File: src/rtl/clint_timer_if.sv
// ----------------------------------------------------------------------------
// clint_timer_if
//   Simple word bus between the core and the CLINT.
//   bus_sel   : request valid, sampled every rising clk edge
//   bus_we    : 1 = write, 0 = read
//   bus_addr  : byte offset within the CLINT region
//   bus_wdata : write data (full word)
//   bus_rdata : read data, valid while bus_ready=1, otherwise 0
//   bus_ready : one-cycle response strobe, the cycle after acceptance
//   bus_err   : qualifies bus_ready: unmapped or misaligned access
// ----------------------------------------------------------------------------
interface clint_timer_if;
    logic        bus_sel;
    logic        bus_we;
    logic [15:0] bus_addr;
    logic [31:0] bus_wdata;
    logic [31:0] bus_rdata;
    logic        bus_ready;
    logic        bus_err;

    modport master (
        output bus_sel, bus_we, bus_addr, bus_wdata,
        input  bus_rdata, bus_ready, bus_err
    );

    modport slave (
        input  bus_sel, bus_we, bus_addr, bus_wdata,
        output bus_rdata, bus_ready, bus_err
    );
endinterface

File: src/rtl/clint_timer.sv
// ----------------------------------------------------------------------------
// clint_timer
//   Core-local interruptor: free-running 64-bit mtime, 64-bit mtimecmp and
//   the software-interrupt bit msip, all memory-mapped on the word bus.
//   Produces the machine pending word (MTIP = bit 7, MSIP = bit 3).
//   Ports:
//     clk       : core clock
//     reset_n   : asynchronous, active-low reset
//     bus       : clint_timer_if slave port (request / one-cycle response)
//     mip_out   : pending word to the CSR file, only bits 7 and 3 used
//     mtime_out : current mtime, for rdtime / debug
// ----------------------------------------------------------------------------
module clint_timer #(
    parameter int unsigned PRESCALE   = 1,
    parameter bit          BASE_CHECK = 1'b1
) (
    input  logic                clk,
    input  logic                reset_n,
    clint_timer_if.slave        bus,
    output logic [31:0]         mip_out,
    output logic [63:0]         mtime_out
);

    localparam logic [15:0] ADDR_MSIP     = 16'h0000;
    localparam logic [15:0] ADDR_CMP_LO   = 16'h4000;
    localparam logic [15:0] ADDR_CMP_HI   = 16'h4004;
    localparam logic [15:0] ADDR_TIME_LO  = 16'hBFF8;
    localparam logic [15:0] ADDR_TIME_HI  = 16'hBFFC;
    localparam logic [15:0] PS_LAST       = 16'(PRESCALE - 1);

    logic [63:0] mtime;
    logic [63:0] mtimecmp;
    logic        msip;
    logic [15:0] ps_cnt;
    logic        mtip_q;
    logic        msip_pend_q;
    logic [31:0] rdata_q;
    logic        ready_q;
    logic        err_q;

    logic [15:0] word_addr;
    logic        hit_msip, hit_cmp_lo, hit_cmp_hi, hit_time_lo, hit_time_hi;
    logic        aligned, mapped, acc_ok;
    logic        wr_ok, rd_ok;
    logic        tick;
    logic [31:0] rd_mux;

    always_comb begin
        word_addr   = {bus.bus_addr[15:2], 2'b00};
        hit_msip    = (word_addr == ADDR_MSIP);
        hit_cmp_lo  = (word_addr == ADDR_CMP_LO);
        hit_cmp_hi  = (word_addr == ADDR_CMP_HI);
        hit_time_lo = (word_addr == ADDR_TIME_LO);
        hit_time_hi = (word_addr == ADDR_TIME_HI);
        aligned     = !BASE_CHECK || (bus.bus_addr[1:0] == 2'b00);
        mapped      = hit_msip | hit_cmp_lo | hit_cmp_hi | hit_time_lo | hit_time_hi;
        acc_ok      = aligned & mapped;
        wr_ok       = bus.bus_sel & bus.bus_we & acc_ok;
        rd_ok       = bus.bus_sel & ~bus.bus_we & acc_ok;
        tick        = (ps_cnt == PS_LAST);

        rd_mux = '0;
        if (hit_msip)    rd_mux = {31'b0, msip};
        if (hit_cmp_lo)  rd_mux = mtimecmp[31:0];
        if (hit_cmp_hi)  rd_mux = mtimecmp[63:32];
        if (hit_time_lo) rd_mux = mtime[31:0];
        if (hit_time_hi) rd_mux = mtime[63:32];
    end

    always_ff @(posedge clk or negedge reset_n) begin
        if (!reset_n) begin
            mtime       <= '0;
            mtimecmp    <= '1;
            msip        <= 1'b0;
            ps_cnt      <= '0;
            mtip_q      <= 1'b0;
            msip_pend_q <= 1'b0;
            rdata_q     <= '0;
            ready_q     <= 1'b0;
            err_q       <= 1'b0;
        end else begin
            ps_cnt <= tick ? '0 : ps_cnt + 16'd1;

            // A bus write to either mtime half swallows that edge's tick;
            // the prescaler itself keeps running regardless.
            if (wr_ok && hit_time_lo)
                mtime <= {mtime[63:32], bus.bus_wdata};
            else if (wr_ok && hit_time_hi)
                mtime <= {bus.bus_wdata, mtime[31:0]};
            else if (tick)
                mtime <= mtime + 64'd1;

            if (wr_ok && hit_cmp_lo) mtimecmp[31:0]  <= bus.bus_wdata;
            if (wr_ok && hit_cmp_hi) mtimecmp[63:32] <= bus.bus_wdata;
            if (wr_ok && hit_msip)   msip            <= bus.bus_wdata[0];

            mtip_q      <= (mtime >= mtimecmp);
            msip_pend_q <= msip;

            ready_q <= bus.bus_sel;
            err_q   <= bus.bus_sel & ~acc_ok;
            rdata_q <= rd_ok ? rd_mux : '0;
        end
    end

    assign bus.bus_rdata = rdata_q;
    assign bus.bus_ready = ready_q;
    assign bus.bus_err   = err_q;
    assign mip_out       = {24'b0, mtip_q, 3'b0, msip_pend_q, 3'b0};
    assign mtime_out     = mtime;

endmodule
File: src/flat_wrapper.sv
// flat-port wrapper written by rule: the top's interface ports become plain ports
module clint_timer_flat 
#(
    parameter int unsigned PRESCALE   = 1,
    parameter bit          BASE_CHECK = 1'b1
)
  (clk, reset_n, mip_out, mtime_out, bus_bus_sel, bus_bus_we, bus_bus_addr, bus_bus_wdata, bus_bus_rdata, bus_bus_ready, bus_bus_err);
  clint_timer_if bus_i ();
  input  logic clk;
  input  logic reset_n;
  output logic [31:0] mip_out;
  output logic [63:0] mtime_out;
  input wire logic [$bits(bus_i.bus_sel)-1:0] bus_bus_sel;
  input wire logic [$bits(bus_i.bus_we)-1:0] bus_bus_we;
  input wire logic [$bits(bus_i.bus_addr)-1:0] bus_bus_addr;
  input wire logic [$bits(bus_i.bus_wdata)-1:0] bus_bus_wdata;
  output wire logic [$bits(bus_i.bus_rdata)-1:0] bus_bus_rdata;
  output wire logic [$bits(bus_i.bus_ready)-1:0] bus_bus_ready;
  output wire logic [$bits(bus_i.bus_err)-1:0] bus_bus_err;
  assign bus_i.bus_sel = bus_bus_sel;
  assign bus_i.bus_we = bus_bus_we;
  assign bus_i.bus_addr = bus_bus_addr;
  assign bus_i.bus_wdata = bus_bus_wdata;
  assign bus_bus_rdata = bus_i.bus_rdata;
  assign bus_bus_ready = bus_i.bus_ready;
  assign bus_bus_err = bus_i.bus_err;
  clint_timer #(.PRESCALE(PRESCALE), .BASE_CHECK(BASE_CHECK)) u_core (.clk(clk), .reset_n(reset_n), .bus(bus_i), .mip_out(mip_out), .mtime_out(mtime_out));
endmodule
File: config.mk
export PLATFORM = sky130hd
export DESIGN_NAME = clint_timer_flat
export DESIGN_NICKNAME = d
export VERILOG_FILES = /design/src/rtl/clint_timer_if.sv /design/src/rtl/clint_timer.sv /design/src/flat_wrapper.sv
export SDC_FILE = /design/constraint.sdc
export NUM_CORES = 1
export LEC_CHECK = 0
export CORE_ASPECT_RATIO = 1.75
export CORE_MARGIN = 8
export CORE_UTILIZATION = 45
export DETAILED_ROUTE_END_ITERATION = 6
export PLACE_DENSITY = 0.75
export SLEW_MARGIN = 40
export SYNTH_ARGS = -nofsm -noshare
export SYNTH_HDL_FRONTEND = slang
export SYNTH_SLANG_ARGS = --single-unit
File: constraint.sdc
create_clock -name clk -period 4.2 [get_ports clk]
set_input_delay 1.05 -clock clk [delete_from_list [all_inputs] [get_ports clk]]
set_output_delay 1.05 -clock clk [all_outputs]
set_load 0.1 [all_outputs]
==> results of run 1 <==
-- cell usage in the layout, fill, tap and decap left out, types with 5 or more instances in the layout --
cell type        synthesis  final
nand4_1                 34     34
nor4_1                  28     26
and4_1                   7      7
a31oi_1                 13     13
and3_1                  21     21
a222oi_1                31     31
inv_1                   84     84
conb_1                   1     30
a21oi_1                 34     34
buf_2                    8    100
clkbuf_16                0     17
and2_1                   6      6
nor2_1                  96     94
dfrtp_1                117    117
clkdlybuf4s50_1          0     49
xnor2_1                 32     32
ha_1                    67     67
nand3_1                 46     46
xor2_1                   6      6
o21ai_0                 77     77
or3_1                    5      5
o22ai_1                  7      7
buf_4                   35     23
dfstp_2                 64     64
nand2_1                107    107
a21o_1                  40     40
o211ai_1                 6      6
nor3_1                  55     54
clkinvlp_4               0      5
a211oi_1                10     10
mux2_2                  34     34
-- layout make-up --
class | count | area share
clock inverters | 15 | 0.0159
repair buffers | 176 | 0.0969
multi-input cells | 854 | 0.438
clock buffers | 17 | 0.0333
inverters | 84 | 0.0247
well taps | 308 | 0.0302
flip-flops and latches | 181 | 0.361
-- state kept, by name, indices dropped and copies added, names as in the netlist --
name                  count
u_core.bus.bus_ready      1
u_core.msip_pend_q        1
u_core.mtip_q             1
u_core.msip               1
u_core.bus.bus_err        1
u_core.ps_cnt            16
u_core.mtime_out         64
u_core.mtimecmp          64
u_core.bus.bus_rdata     32
-- worst min-delay path by stage --
stage	start	end	slack [ns]	depth (start not counted)
floorplan	u_core.msip$_DFFE_PN0P_	u_core.msip_pend_q$_DFF_PN0_	0.37	0
global placement	u_core.msip$_DFFE_PN0P_	u_core.msip_pend_q$_DFF_PN0_	0.39	0
detailed placement	u_core.msip$_DFFE_PN0P_	u_core.msip_pend_q$_DFF_PN0_	0.39	0
CTS	u_core.msip$_DFFE_PN0P_	u_core.msip_pend_q$_DFF_PN0_	0.41	0
global route	u_core.msip$_DFFE_PN0P_	u_core.msip_pend_q$_DFF_PN0_	0.43	0
finish	u_core.msip$_DFFE_PN0P_	u_core.msip_pend_q$_DFF_PN0_	0.40	0
-- routing by layer --
layer | vias up | global-route usage | wire (um)
met5 | - | 0 | 0
met3 | 121 | 0.0436 | 2160
met4 | 0 | 0.142 | 1890
li1 | 4498 | - | -
met2 | 449 | 0.422 | 18600
met1 | 4842 | 0.244 | 12200
-- cells by family (layout without fill, tap and decap cells) --
group	Yosys count	in the layout	synth area share
simple gates	427	427	0.195
compound gates	257	257	0.162
flops	181	181	0.424
buf+inv	179	292	0.0748
fa+ha+maj	67	67	0.0771
xor+xnor	38	38	0.0306
mux	35	35	0.0362
other cells	1	30	0.000345
-- worst max-delay path: stages --
cell             delay (ns)
clkdlybuf4s50_1        0.57
nand2b_1               0.19
or4_1                  0.38
o211ai_2               0.27
or4_1                  0.70
or3_1                  0.35
a31oi_1                0.18
-- power groups by stage --
stage	Combinational (mW)	Sequential, mW	Clock (mW)
2_1_floorplan	0.203	1.98	0
3_3_place_gp	0.493	1.85	0
3_5_place_dp	0.475	1.85	0
4_1_cts	0.476	1.82	1.77
5_1_grt	0.499	1.82	1.82
6_report	0.475	1.82	1.74
==> flow_metrics.tcl, run 1 <==
set metrics [dict create \
    htreeDepth 4 \
    cap_violations 0 \
    setup_violations 0 \
    first_iter_violations 934 \
    r2r_cells 8 \
    finalSetupTns_ns 0 \
    cts_tree "yes" \
    vias 9910 \
    synth_ff_type "dfrtp_1" \
    setup_ws_ns 0.884 \
    rows 75 \
    globalplace.congestion 0.936 \
    path_clk_slew_ns 0.07 \
    clkLatencyLatePin_ns 0.45 \
    numCtsBuffers 17 \
    grt_max_degree 83 \
    cts_sinks 181 \
    hold_viol_final 0 \
    clkPwrFrac 0.431 \
    synth-edff-count 0 \
    cts-root-buf "clkbuf_16" \
    areaGrowthSynthToFinish_pct 17.6 \
    finish.utilization 0.536 \
    p_leak_nw 6.03 \
    dr.pass1.iters 6 \
    die_y_um 222 \
    antenna_found_initial 0 \
    p_per_area_mw_per_mm2 315 \
    hold_class "reg -> reg" \
    dpl.hpwl_um 25900 \
    period_minus_slack_ns 3.32 \
    ys_warn_count 0 \
    critPathRequiredTime_ns 4.57 \
    place_inst 1603 \
    preCtsSetupSlack_ns 0.471 \
    netlist_area_mm2 0.0109 \
    synth_top_area_frac 0.269 \
    seq_area_mm2 0.00461 \
    slew_headroom 0.468 \
    cts_setup_buffers 0 \
    cts_resized 0 \
    track_usage 0.234 \
    grt_pass1_wl_um 54700 \
    ys_ff_latch 181 \
    startpoint_type "primary input" \
    whs_ns 0.404 \
    portBuffers 151 \
    start_util 0.456 \
    crit_start "bus_bus_addr[14]" \
    design_area_mm2 0.0128 \
    r2r-end "u_core.mtime_out[60]$_DFFE_PN0P_" \
    diodes 0 \
    rrSetupSlack_ns 1.05 \
    ys_types 63 \
    cts_buffer_depth 2 \
    die_x_um 133 \
    critPathArrivalTime_ns 3.69 \
    worstReg2RegStart "u_core.ps_cnt[0]$_DFF_PN0_" \
    wl_per_cell_um 21.3 \
    endpoint "u_core.mtime_out[60]$_DFFE_PN0P_" \
    synth_area_per_cell_um2 9.17 \
    outcome "finished, final reports clean" \
    power.internal_mw 2.85 \
    cp_max_fo 8 \
    ys_seq_area_frac 0.424 \
    stdcell_count 1635 \
    ant_nets 0 \
    peakVddDrop_uv 324 \
    slew_viol_final 0 \
    min_period_over_period 0.789 \
    drc_errors 0 \
    design_power_total_mw 4.03 \
    ys_async_sr_fraction 1.00 \
    ctsHoldBuffers 0 \
    synth_area_leaders "dfrtp_1, dfstp_2, ha_1" \
    wl_um 34900 \
    nNetsFinal 1433 \
    synth_commonest_cells "dfrtp_1, nand2_1, nor2_1" \
    pin_count 182 \
    seqPwrFrac 0.451 \
    multi_input_comb_area_mm2 0.00560 \
    critPathKind "in -> reg" \
    max_freq_mhz 302 \
    syn_inst 1185 \
    dieArea_mm2 0.0296 \
    power.switching_mw 1.17 \
    end_kind "flip-flop" \
    yosysMostFrequentCell "dfrtp_1" \
    grt_pass1_vias 10044 \
    dpl-instance-area_mm2 0.0121 \
    finalClockSkew_ns 0.00833 \
    rsz0062_at_grt "false" \
    worst_pin_slew_ns 0.796 \
    switching_share 0.292 \
    drive_above_1_share 0.209 \
    vias_per_cell 6.06 \
    n_fill_cell 2226 \
    grt_overflow 0 \
    yosysTopAreaCell "dfrtp_1" \
    combPwrFrac 0.118 \
    core_area_mm2 0.0238 \
]
No activity file was read; power rests on OpenSTA's default activity.
==> inputs of run 2 (changes only) <==
clock period = 3.4 ns   (was 4.2 ns; I/O delays follow)
==> run 2 against run 1 <==
Utilization rose by 1.9 points. Combinational power up 36%. Wire length increased by 0.25%. Largest power group unchanged. Cell area is 3.6% higher. Critical path depth up 1. Clock power is 26% higher. Cell count increased by 1.5%. Register-to-register slack worse by 0.47 ns. Via count is 0.23% lower. Count of clock-buffer cells in the layout increased by 2. First-iteration DRC count fell by 12%.
==> flow_metrics.tcl, run 2 (synthesis results as in run 1) <==
set metrics [dict create \
    hold_viol_final 0 \
    cap_violations 0 \
    cts_tree "yes" \
    start_util 0.456 \
    cts_resized 0 \
    vias_per_cell 5.96 \
    design_area_mm2 0.0132 \
    die_x_um 133 \
    mostFrequentLayoutCells "buf_4, dfrtp_1, nand2_1" \
    first_iter_violations 826 \
    stdcell_count 1660 \
    slew_viol_final 0 \
    cts_setup_buffers 0 \
    drc_errors 0 \
    dr.pass1.iters 6 \
    dieArea_mm2 0.0296 \
    clkLatencyLatePin_ns 0.44 \
    crit_slowest_cell "or4_1" \
    grt_pass1_wl_um 55600 \
    finalClockSkew_ns 0.00926 \
    areaGrowthSynthToFinish_pct 21.8 \
    ant_nets 0 \
    rows 75 \
    vias 9887 \
    path_clk_slew_ns 0.07 \
    place_inst 1628 \
    end_kind "flip-flop" \
    path_delay_family "simple AND/OR/NAND/NOR gates" \
    critPathRequiredTime_ns 3.76 \
    nNetsFinal 1458 \
    setup_ws_ns 0.478 \
    dpl.hpwl_um 26100 \
    critPathArrivalTime_ns 3.28 \
    slew_headroom 0.494 \
    peakVddDrop_uv 352 \
    n_fill_cell 2188 \
    grt_overflow 0 \
    rrSetupSlack_ns 0.58 \
    whs_ns 0.249 \
    r2r_cells 6 \
    cp_max_fo 8 \
    grt_max_degree 113 \
    period_minus_slack_ns 2.92 \
    portBuffers 151 \
    p_leak_nw 6.21 \
    antenna_found_initial 0 \
    worstReg2RegStart "u_core.mtime_out[25]$_DFFE_PN0P_" \
    die_y_um 222 \
    r2r-end "u_core.mtime_out[50]$_DFFE_PN0P_" \
    hold_class "in -> async" \
    pin_count 182 \
    diodes 0 \
    numCtsBuffers 17 \
    worst_pin_slew_ns 0.753 \
    min_period_over_period 0.859 \
    grt_pass1_vias 10313 \
    final_common_cell "buf_4" \
    crit_top_cell "or4_1" \
    p_per_area_mw_per_mm2 383 \
    cts_sinks 181 \
    wl_um 34900 \
    cts_buffer_depth 2 \
    startpoint_type "primary input" \
    rsz0062_at_grt "false" \
    ctsHoldBuffers 0 \
    core_area_mm2 0.0238 \
    htreeDepth 4 \
    critPathBufInv 2 \
    preCtsSetupSlack_ns 0.0225 \
    track_usage 0.237 \
    drive_above_1_share 0.223 \
    dpl-instance-area_mm2 0.0126 \
    globalplace.congestion 0.925 \
    critPathKind "in -> reg" \
    cts-root-buf "clkbuf_16" \
    outcome "finished, final reports clean" \
    wl_per_cell_um 21.1 \
    cpPeakStageDelay_ns 0.65 \
    setup_violations 0 \
    max_freq_mhz 342 \
    crit_path_cell_trace "clkdlybuf4s50_1 > nand4_1 > or4_1 > buf_4 > o211ai_2 > or4_1 > or3_1 > a31oi_1" \
]
==> run 2: changes by cell type in the layout (fill, tap and decap cells not counted) <==
cell	delta
clkinv_2	+2
clkinvlp_4	-4
inv_6	-2
nor4_2	-1
buf_4	+123
bufinv_16	+1
buf_2	-99
clkinv_4	+1
buf_12	+1
nor4_1	+1
clkbuf_1	+1
buf_6	+1
==> run 2: final cells by class <==
class | count | area [um^2] | area share
Sequential cell | 181 | 4610 | 0.348
Tap cell | 308 | 385 | 0.0291
Clock inverter | 13 | 204 | 0.0154
Timing Repair Buffer | 201 | 1680 | 0.127
Inverter | 84 | 315 | 0.0238
Multi-Input combinational cell | 854 | 5590 | 0.423
Clock buffer | 19 | 443 | 0.0335
==> run 2: where the power goes <==
part	leakage (nW)	internal [mW]	total [mW]	switching [mW]
clock	0.317	1.32	2.20	0.879
sequential	2.18	2.18	2.22	0.0411
combinational	3.71	0.139	0.646	0.507
==> run 2: worst max-delay path by stage <==
stage                                    startpoint                                to  cells past startpoint  slack, ns
global placement                   bus_bus_addr[13]  u_core.mtime_out[51]$_DFFE_PN0P_                      7      -0.07
CTS                                bus_bus_addr[13]  u_core.mtime_out[50]$_DFFE_PN0P_                      8       0.48
floorplan           u_core.mtime_out[9]$_DFFE_PN0P_  u_core.mtime_out[50]$_DFFE_PN0P_                      8       0.36
finish                             bus_bus_addr[13]  u_core.mtime_out[50]$_DFFE_PN0P_                      8       0.48
global route                       bus_bus_addr[12]  u_core.mtime_out[44]$_DFFE_PN0P_                      9       0.36
detailed placement                 bus_bus_addr[13]  u_core.mtime_out[50]$_DFFE_PN0P_                      8       0.02
==> run 2: stage by stage <==
stage               TNS [ns]  power (mW)  utilization
CTS                        0        5.09        0.555
global route               0        5.21        0.555
detailed placement         0        2.90        0.528
floorplan                  0        2.70            -
finish                     0        5.07        0.555
global placement      -0.252        2.90        0.527
==> run 2: layer usage <==
layer  vias up  track usage  wire (um)
met2       402        0.423      18300
met5         -            0          0
met4         0        0.156       2200
met3       121       0.0472       1880
met1      4819        0.246      12600
li1       4545            -          -
==> inputs of run 3 (changes only) <==
REMOVE_ABC_BUFFERS = 1   (was not set)
==> run 3 against run 2 <==
Combinational power fell by 3.7%. Critical path depth did not move. Maximum frequency rose by 0.25%. Count of clock-buffer cells in the layout rose by 3. First-iteration DRC count rose by 27%. Cell area fell by 0.11%. Worst hold slack improved by 0.18 ns. Wire length rose by 0.65%. Via count rose by 1.2%. Utilization fell by 0.063 points. Sequential power barely moved. Total power fell by 3.5%. Critical endpoint is now u_core.mtime_out[60]$_DFFE_PN0P_.
==> flow_metrics.tcl, run 3 (synthesis results as in run 1) <==
set metrics [dict create \
    end_kind "flip-flop" \
    slew_viol_final 0 \
    track_usage 0.239 \
    finalSetupTns_ns 0 \
    outcome "finished, final reports clean" \
    dieArea_mm2 0.0296 \
    rsz0062_at_grt "false" \
    cts-root-buf "clkbuf_16" \
    ctsHoldBuffers 0 \
    grt_pass1_wl_um 55900 \
    grt_max_degree 71 \
    slew_headroom 0.494 \
    startpoint_type "primary input" \
    cp_max_fo 8 \
    dr.pass1.iters 7 \
    worst_pin_slew_ns 0.752 \
    globalplace.congestion 0.903 \
    antenna_found_initial 2 \
    portBuffers 151 \
    design_power_total_mw 4.89 \
    p_per_area_mw_per_mm2 370 \
    vias 10007 \
    path_clk_slew_ns 0.07 \
    crit_path_cell_trace "clkdlybuf4s50_1 > nand2b_1 > or4_1 > buf_4 > o211ai_2 > or4_1 > or3_1 > a31oi_1" \
    setup_ws_ns 0.486 \
    critPathArrivalTime_ns 3.27 \
    drive_above_1_share 0.223 \
    rows 75 \
    hold_class "in -> async" \
    numCtsBuffers 17 \
    hold_viol_final 0 \
    setup_violations 0 \
    mostFrequentLayoutCells "buf_4, dfrtp_1, nand2_1" \
    areaGrowthSynthToFinish_pct 21.6 \
    cpPeakStageDelay_ns 0.65 \
    crit_start "bus_bus_addr[14]" \
    start_util 0.456 \
    critPathKind "in -> reg" \
    dpl.hpwl_um 26200 \
    ant_nets 0 \
    wl_um 35200 \
    clkLatencyLatePin_ns 0.44 \
    final_common_cell "buf_4" \
    crit_top_cell "or4_1" \
    wl_per_cell_um 21.1 \
    min_period_over_period 0.857 \
    cts_tree "yes" \
    p_leak_nw 6.18 \
    grt_overflow 0 \
    cts_sinks 181 \
    vias_per_cell 6.01 \
    htreeDepth 4 \
    finish.utilization 0.555 \
    period_minus_slack_ns 2.91 \
    cap_violations 0 \
    cts_resized 0 \
    finalClockSkew_ns 0.00838 \
    cts_buffer_depth 2 \
    crit_slowest_cell "or4_1" \
    first_iter_violations 1052 \
    preCtsSetupSlack_ns 0.132 \
    die_x_um 133 \
    critPathRequiredTime_ns 3.75 \
    max_freq_mhz 343 \
    core_area_mm2 0.0238 \
    grt_pass1_vias 10206 \
    cts_setup_buffers 0 \
    worstReg2RegStart "u_core.ps_cnt[11]$_DFF_PN0_" \
    nNetsFinal 1461 \
    peakVddDrop_uv 340 \
    drc_errors 0 \
    whs_ns 0.428 \
    die_y_um 222 \
    pin_count 182 \
]
## run 3: cell types whose count changed in the layout (fill, tap and decap cells not counted), moves of 2 or more
cell        delta
clkbuf_8       +2
buf_4          +2
clkinvlp_4     +4
diode_2        +2
bufinv_16      -3
clkinv_2       -4
## run 3: critical path: cells and delay by family
kind            cells  cell delay [ns]
buf+inv             2             0.65
simple gates        4             1.46
compound gates      2             0.30
## run 3: stage by stage
stage	instances	instance area (um^2)
finish	1665	13200
global placement	1631	12600
floorplan	1119	10500
global route	1665	13200
CTS	1663	13200
detailed placement	1631	12600
## run 3: final timing paths
kind	to	slack, ns	cells after the start
max in group asynchronous	u_core.mtimecmp[53]$_DFFE_PN1P_	2.15	2
worst max register to register	u_core.mtime_out[60]$_DFFE_PN0P_	0.50	7
worst min-delay path	u_core.bus.bus_rdata[4]$_DFF_PN0_	0.43	1
min in group clk	u_core.msip_pend_q$_DFF_PN0_	0.43	0
worst min register to register	u_core.msip_pend_q$_DFF_PN0_	0.43	0
worst max-delay path	u_core.mtime_out[60]$_DFFE_PN0P_	0.49	8
## run 3: where the power goes
part / total (mW) / switching [mW] / internal [mW]
clock network: 2.03 / 0.886 / 1.15
registers: 2.24 / 0.0560 / 2.18
logic: 0.622 / 0.491 / 0.131
total: 4.89 / 1.43 / 3.46
## run 3: final cells by class
cell class / count / area, um^2
antenna: 2 / 5.00
fill: 2170 / 10600
clock buffer: 22 / 474
multi-input combinational: 854 / 5590
sequential: 181 / 4610
clock inverter: 10 / 124
tap: 308 / 385
timing repair buffer: 204 / 1720
inverter: 84 / 315
## run 3: metal layers
metal / share of wire / global-route usage / vias up / wire length (um)
met2: 0.54 / 0.431 / 432 / 18900
met5: 0 / 0 / - / 0
li1: - / - / 4550 / -
met4: 0.045 / 0.125 / 0 / 1590
met1: 0.36 / 0.257 / 4907 / 12700
met3: 0.057 / 0.0426 / 118 / 1990
